## config.mk

```make
export PLATFORM = sky130hd
export DESIGN_NAME = cache_fill_ctrl
export DESIGN_NICKNAME = d
export VERILOG_FILES = /design/src/rtl/cache_fill_ctrl_pkg.sv /design/src/rtl/sat_counter.sv /design/src/rtl/cache_fill_ctrl.sv
export SDC_FILE = /design/constraint.sdc
export NUM_CORES = 1
export LEC_CHECK = 0
export CAP_MARGIN = 20
export CELL_PAD_IN_SITES_DETAIL_PLACEMENT = 1
export CELL_PAD_IN_SITES_GLOBAL_PLACEMENT = 1
export CORE_ASPECT_RATIO = 0.8
export CORE_MARGIN = 2
export CORE_UTILIZATION = 34
export DETAILED_ROUTE_END_ITERATION = 6
export PLACE_DENSITY = 0.82
export SYNTH_ARGS = -nofsm -noshare
export SYNTH_HDL_FRONTEND = slang
export SYNTH_SLANG_ARGS = --single-unit
```

## constraint.sdc

```tcl
create_clock -name CLK -period 2.5 [get_ports CLK]
set_input_delay 0.5 -clock CLK [delete_from_list [all_inputs] [get_ports CLK]]
set_output_delay 0.5 -clock CLK [all_outputs]
set_load 0.005 [all_outputs]
```

## src/rtl/cache_fill_ctrl_pkg.sv

```systemverilog
// Shared types and defaults for the cache fill controller.
//   state_t : controller state encoding
//   req_t   : latched CPU request payload
package cache_fill_ctrl_pkg;

    localparam int unsigned DATA_W      = 32;
    localparam int unsigned ADDR_W      = 32;
    localparam int unsigned TIMEOUT_DEF = 255;
    localparam int unsigned CNT_W_DEF   = 16;

    typedef enum logic [2:0] {
        ST_IDLE   = 3'd0,
        ST_LOOKUP = 3'd1,
        ST_MEM_RD = 3'd2,
        ST_MEM_WR = 3'd3,
        ST_FILL   = 3'd4,
        ST_RESP   = 3'd5
    } state_t;

    typedef struct packed {
        logic              we;
        logic [ADDR_W-1:0] addr;
        logic [DATA_W-1:0] wdata;
    } req_t;

    // Data written into the lookup cache after a memory completion.
    function automatic logic [DATA_W-1:0] fill_select(
        input logic              we,
        input logic [DATA_W-1:0] wdata,
        input logic [DATA_W-1:0] rdata
    );
        return we ? wdata : rdata;
    endfunction

endpackage

```

## src/rtl/sat_counter.sv

```systemverilog
// Saturating up-counter used for the hit/miss statistics.
//   CLK   : clock
//   clear : synchronous clear (wins over inc)
//   inc   : increment request, ignored once all-ones
//   count : current value
module sat_counter #(
    parameter int unsigned WIDTH = 16
) (
    input  logic             CLK,
    input  logic             clear,
    input  logic             inc,
    output logic [WIDTH-1:0] count
);

    always_ff @(posedge CLK) begin
        if (clear) begin
            count <= '0;
        end else if (inc && (count != '1)) begin
            count <= count + WIDTH'(1);
        end
    end

endmodule

```

## src/rtl/cache_fill_ctrl.sv

```systemverilog
// Cache fill controller: looks up the external shift-in cache, goes to memory
// on read misses and on all writes (write-through, write-allocate), fills the
// cache and returns a one-cycle response. Memory waits are bounded by TIMEOUT.
//   CPU_*      : request/response port (CPU_READY high only in IDLE)
//   LK_*       : external lookup cache (LK_DOUT/LK_FOUND combinational)
//   MEM_*      : memory request port, MEM_ACK one-cycle completion
//   HIT_CNT/MISS_CNT : saturating statistics
module cache_fill_ctrl
    import cache_fill_ctrl_pkg::*;
#(
    parameter int unsigned TIMEOUT = TIMEOUT_DEF,
    parameter int unsigned CNT_W   = CNT_W_DEF
) (
    input  logic              CLK,
    input  logic              RST,
    input  logic              CPU_VALID,
    input  logic              CPU_WE,
    input  logic [ADDR_W-1:0] CPU_ADDR,
    input  logic [DATA_W-1:0] CPU_WDATA,
    output logic              CPU_READY,
    output logic              CPU_RVALID,
    output logic [DATA_W-1:0] CPU_RDATA,
    output logic              CPU_ERR,
    output logic [ADDR_W-1:0] LK_ADDR,
    output logic [DATA_W-1:0] LK_DIN,
    output logic              LK_WE,
    input  logic [DATA_W-1:0] LK_DOUT,
    input  logic              LK_FOUND,
    output logic              MEM_REQ,
    output logic              MEM_WE,
    output logic [ADDR_W-1:0] MEM_ADDR,
    output logic [DATA_W-1:0] MEM_WDATA,
    input  logic              MEM_ACK,
    input  logic [DATA_W-1:0] MEM_RDATA,
    output logic [CNT_W-1:0]  HIT_CNT,
    output logic [CNT_W-1:0]  MISS_CNT
);

    localparam int unsigned WAIT_W = $clog2(TIMEOUT + 1);

    state_t              state_q;
    req_t                req_q;
    logic [DATA_W-1:0]   data_q;
    logic                err_q;
    logic [WAIT_W-1:0]   wait_q;
    logic                hit_inc_c;
    logic                miss_inc_c;

    // Address and write data are driven straight from the request latch, so
    // they stay stable for the whole memory handshake.
    assign LK_ADDR   = req_q.addr;
    assign MEM_ADDR  = req_q.addr;
    assign MEM_WDATA = req_q.wdata;
    assign LK_DIN    = data_q;

    assign hit_inc_c  = (state_q == ST_LOOKUP) && !req_q.we &&  LK_FOUND;
    assign miss_inc_c = (state_q == ST_LOOKUP) && !req_q.we && !LK_FOUND;

    // Controller FSM; CPU_RVALID lags the RESP state by one edge.
    always_ff @(posedge CLK) begin
        if (RST) begin
            state_q    <= ST_IDLE;
            req_q      <= '0;
            data_q     <= '0;
            err_q      <= 1'b0;
            wait_q     <= '0;
            CPU_READY  <= 1'b1;
            CPU_RVALID <= 1'b0;
            CPU_RDATA  <= '0;
            CPU_ERR    <= 1'b0;
            LK_WE      <= 1'b0;
            MEM_REQ    <= 1'b0;
            MEM_WE     <= 1'b0;
        end else begin
            CPU_RVALID <= 1'b0;
            CPU_ERR    <= 1'b0;
            LK_WE      <= 1'b0;
            case (state_q)
                ST_IDLE: begin
                    if (CPU_VALID) begin
                        req_q     <= '{we: CPU_WE, addr: CPU_ADDR, wdata: CPU_WDATA};
                        err_q     <= 1'b0;
                        CPU_READY <= 1'b0;
                        state_q   <= ST_LOOKUP;
                    end
                end
                ST_LOOKUP: begin
                    if (req_q.we) begin
                        wait_q  <= '0;
                        MEM_REQ <= 1'b1;
                        MEM_WE  <= 1'b1;
                        state_q <= ST_MEM_WR;
                    end else if (LK_FOUND) begin
                        data_q  <= LK_DOUT;
                        state_q <= ST_RESP;
                    end else begin
                        wait_q  <= '0;
                        MEM_REQ <= 1'b1;
                        MEM_WE  <= 1'b0;
                        state_q <= ST_MEM_RD;
                    end
                end
                ST_MEM_RD, ST_MEM_WR: begin
                    // ACK is checked first so it wins over a coincident timeout.
                    if (MEM_ACK) begin
                        data_q  <= fill_select(req_q.we, req_q.wdata, MEM_RDATA);
                        MEM_REQ <= 1'b0;
                        MEM_WE  <= 1'b0;
                        LK_WE   <= 1'b1;
                        state_q <= ST_FILL;
                    end else if (wait_q == WAIT_W'(TIMEOUT - 1)) begin
                        data_q  <= '0;
                        err_q   <= 1'b1;
                        MEM_REQ <= 1'b0;
                        MEM_WE  <= 1'b0;
                        state_q <= ST_RESP;
                    end else begin
                        wait_q <= wait_q + WAIT_W'(1);
                    end
                end
                ST_FILL: begin
                    state_q <= ST_RESP;
                end
                ST_RESP: begin
                    CPU_RVALID <= 1'b1;
                    CPU_RDATA  <= data_q;
                    CPU_ERR    <= err_q;
                    CPU_READY  <= 1'b1;
                    state_q    <= ST_IDLE;
                end
                default: begin
                    MEM_REQ   <= 1'b0;
                    MEM_WE    <= 1'b0;
                    CPU_READY <= 1'b1;
                    state_q   <= ST_IDLE;
                end
            endcase
        end
    end

    sat_counter #(.WIDTH(CNT_W)) u_hit_cnt (
        .CLK   (CLK),
        .clear (RST),
        .inc   (hit_inc_c),
        .count (HIT_CNT)
    );

    sat_counter #(.WIDTH(CNT_W)) u_miss_cnt (
        .CLK   (CLK),
        .clear (RST),
        .inc   (miss_inc_c),
        .count (MISS_CNT)
    );

endmodule

```

==> flow_summary.json <==
{
  "setup_viol": 0,
  "synth_edf_count": 0,
  "r2r-start": "state_q[2]$_SDFFE_PP0P_",
  "multiInputGateArea_sq_mm": 0.00382,
  "drc": 0,
  "die_w_microns": 180,
  "ys_seq_area_share_pct": 42.4,
  "pwr-share-comb_pct": 21.6,
  "synth.most_common_cell": "nand2_1",
  "finalHoldViolCount": 0,
  "grt_pass1_vias": 8401,
  "ys_ff_latch": 179,
  "clk_pin_slew_ns": 0.07,
  "antenna_cells": 0,
  "required_ns": 2.83,
  "p_sw_w": 0.00218,
  "cts_root_buffer": "clkbuf_16",
  "synthArstFlopShare_pct": 0,
  "cts_tree": "done",
  "syn_area_per_cell_sq_um": 8.30,
  "seq_area_sq_mm": 0.00358,
  "place_congestion": 0.824,
  "post-route-period-util_pct": 86.7,
  "grt_max_degree": 46,
  "start_util_pct": 34.6,
  "fin_nets": 1364,
  "slew_headroom_pct": 43.6,
  "grt_overflow_total": 0,
  "drtPass1Iterations": 4,
  "r2r_end": "LK_DIN[24]$_SDFFE_PP0P_",
  "yosysTopAreaCellShare_pct": 42.4,
  "max_slew.worst_pin.slew_ns": 0.840,
  "antenna_found_initial": 0,
  "finClkSkew_ns": 0.0147,
  "fin_util_pct": 49.3,
  "syn_area_sq_mm": 0.00844,
  "cellLeakagePower_nw": 4.10,
  "wirelength_microns": 30900,
  "min_from": "RST",
  "routedWlPerCell_microns": 19.8,
  "p_clk_share_pct": 36.6,
  "hold_depth": 2,
  "hp-class": "input pin to flop",
  "die_h_microns": 145,
  "synthCells": 1018,
  "slowest_delay_ns": 0.54,
  "tns_ns": 0,
  "internal_power_w": 0.00559,
  "critPathLaunchType": "flop",
  "cp_top_family": "simple AND/OR/NAND/NOR gates",
  "post_cts_buffers": 0,
  "track_usage_pct": 23.1,
  "seqPwrFrac_pct": 41.8,
  "drtIter0Drc": 385,
  "ant_nets": 0,
  "vias": 8165,
  "holdBufCountCts": 0,
  "crit_path_end_kind": "flop",
  "crit_arrival_ns": 2.49,
  "clock_latency_ns": 0.43,
  "synthTopCellsByCount": "nand2_1 (219), dfxtp_1 (179), a21oi_1 (158)",
  "ctsLongestPathBuffers": 2,
  "design.portCount": 332,
  "cp_cell_sequence": "nand2b_2, nor2_4, buf_4, a22oi_1, a211oi_1",
  "min_period_ns": 2.17,
  "io_buffers": 331,
  "yosysTopAreaCell": "dfxtp_1",
  "viasPerCell": 5.24,
  "rsz0062_at_grt": "no",
  "drv_cap": 0,
  "r2r_setup_slack_ns": 0.33,
  "coreArea_sq_mm": 0.0244,
  "crit_slowest_cell": "nand2b_2",
  "cts_buffers": 17,
  "ff2ff_path_depth": 5,
  "fmax_ghz": 0.462,
  "p_per_area_mw_per_mm2": 646,
  "syn_to_final_growth_pct": 42.5,
  "ctsResizeCount": 0,
  "row_count": 51,
  "crit_buf_inv": 1,
  "syn_nets": 1156,
  "synth_area_leaders": "dfxtp_1 (42%), nand2_1 (9.7%), a21oi_1 (9.4%), buf_4 (8.9%), mux2_2 (4.9%)",
  "die_area_sq_mm": 0.0261,
  "n_fill_cell": 2807,
  "hold_end": "u_hit_cnt.count[4]$_SDFFE_PP0P_",
  "status": "finished, final reports clean",
  "synthDistinctLibCells": 54,
  "htree_levels": 4,
  "crit_fanout": 21,
  "swShare_pct": 28.0,
  "numClockSinks": 179,
  "critical_path_class": "flop to flop",
  "drv_slew": 0,
  "hpwl_microns": 22000,
  "synth_warnings": 0,
  "grt_pass1_wl_microns": 47800,
  "drive_gt1_share_pct": 9.36,
  "synthFlopType": "dfxtp_1",
  "ir_drop_mv": 0.468
}
power by group through the flow:
stage | Clock [W] | Combinational (W) | Sequential, W
6_report | 0.00284 | 0.00168 | 0.00325
5_1_grt | 0.00302 | 0.00181 | 0.00328
4_1_cts | 0.00291 | 0.00169 | 0.00325
3_5_place_dp | 0 | 0.00168 | 0.00331
3_3_place_gp | 0 | 0.00164 | 0.00330
2_1_floorplan | 0 | 0.000900 | 0.00325
placed cells by master (no fill, tap or decap), types with 4 or more instances in the layout:
cell / count
a2111o_1: 4
a211oi_1: 37
a21oi_1: 157
a22oi_1: 32
and3_1: 9
buf_12: 5
buf_4: 22
clkbuf_16: 17
clkdlybuf4s50_1: 330
dfxtp_1: 178
ha_1: 4
inv_1: 10
mux2_2: 37
nand2_1: 218
nand3_1: 18
nand4_1: 10
nor2_1: 17
nor2b_1: 6
nor3_1: 10
nor4_1: 5
o21ai_0: 14
o31ai_1: 11
or3_1: 10
or4_1: 15
layout make-up:
cell class                      instances  share of cell area, %
Multi-Input combinational cell        660                   31.7
Sequential cell                       179                   29.8
Timing Repair Buffer                  358                   29.8
Clock buffer                           20                   3.80
Tap cell                              318                   3.31
Clock inverter                         12                   1.28
Inverter                               10                  0.312
how the worst max path moves through the flow:
stage          slack (ns)                     from                                to  cells past startpoint
4_1_cts              0.33  state_q[2]$_SDFFE_PP0P_           LK_DIN[23]$_SDFFE_PP0P_                      5
5_1_grt              0.17  state_q[2]$_SDFFE_PP0P_           LK_DIN[24]$_SDFFE_PP0P_                      5
3_5_place_dp         0.05                 LK_FOUND  u_hit_cnt.count[11]$_SDFFE_PP0P_                      6
6_report             0.33  state_q[2]$_SDFFE_PP0P_           LK_DIN[24]$_SDFFE_PP0P_                      5
2_1_floorplan        0.79                 LK_FOUND   u_hit_cnt.count[8]$_SDFFE_PP0P_                      5
3_3_place_gp         0.09                 LK_FOUND  u_hit_cnt.count[11]$_SDFFE_PP0P_                      6
logic make-up (layout without fill, tap and decap cells):
kind of cell	after synthesis	after routing	synth area share, %
buf+inv	179	400	12.9
simple gates	341	341	19.1
flops	179	179	42.4
fa+ha+maj	4	4	0.593
compound gates	275	275	19.6
mux	40	40	5.35
layer usage:
layer	GRT usage, %	wire length [microns]
met5	0	0
met2	39.1	15000
met4	6.29	489
met1	27.9	13300
met3	7.88	2160
flip-flops by register name, summed over array words and instances, names as in the netlist, 3 cells and up:
signal and flops:
state_q 3, LK_ADDR 32, MEM_WDATA 32, u_hit_cnt.count 16, wait_q 8, LK_DIN 32
CPU_RDATA 32, u_miss_cnt.count 16
stage by stage:
step / std cells / area [sq um] / worst slack (ns) / total power (W) / hold slack (ns)
2_1_floorplan: 1018 / 8440 / 0.794 / 0.00415 / 0.446
3_3_place_gp: 1525 / 11400 / 0.0894 / 0.00494 / 0.440
3_5_place_dp: 1525 / 11400 / 0.0539 / 0.00499 / 0.446
4_1_cts: 1557 / 12000 / 0.327 / 0.00785 / 0.417
5_1_grt: 1557 / 12000 / 0.173 / 0.00811 / 0.431
6_report: 1557 / 12000 / 0.333 / 0.00777 / 0.438
worst register-to-register path, cell delays in order (launching register included):
cell and delay (ns):
dfxtp_1 0.50, nand2b_2 0.55, nor2_4 0.25, buf_4 0.34, a22oi_1 0.13, a211oi_1 0.30
No activity file was read; power rests on OpenSTA's default activity.
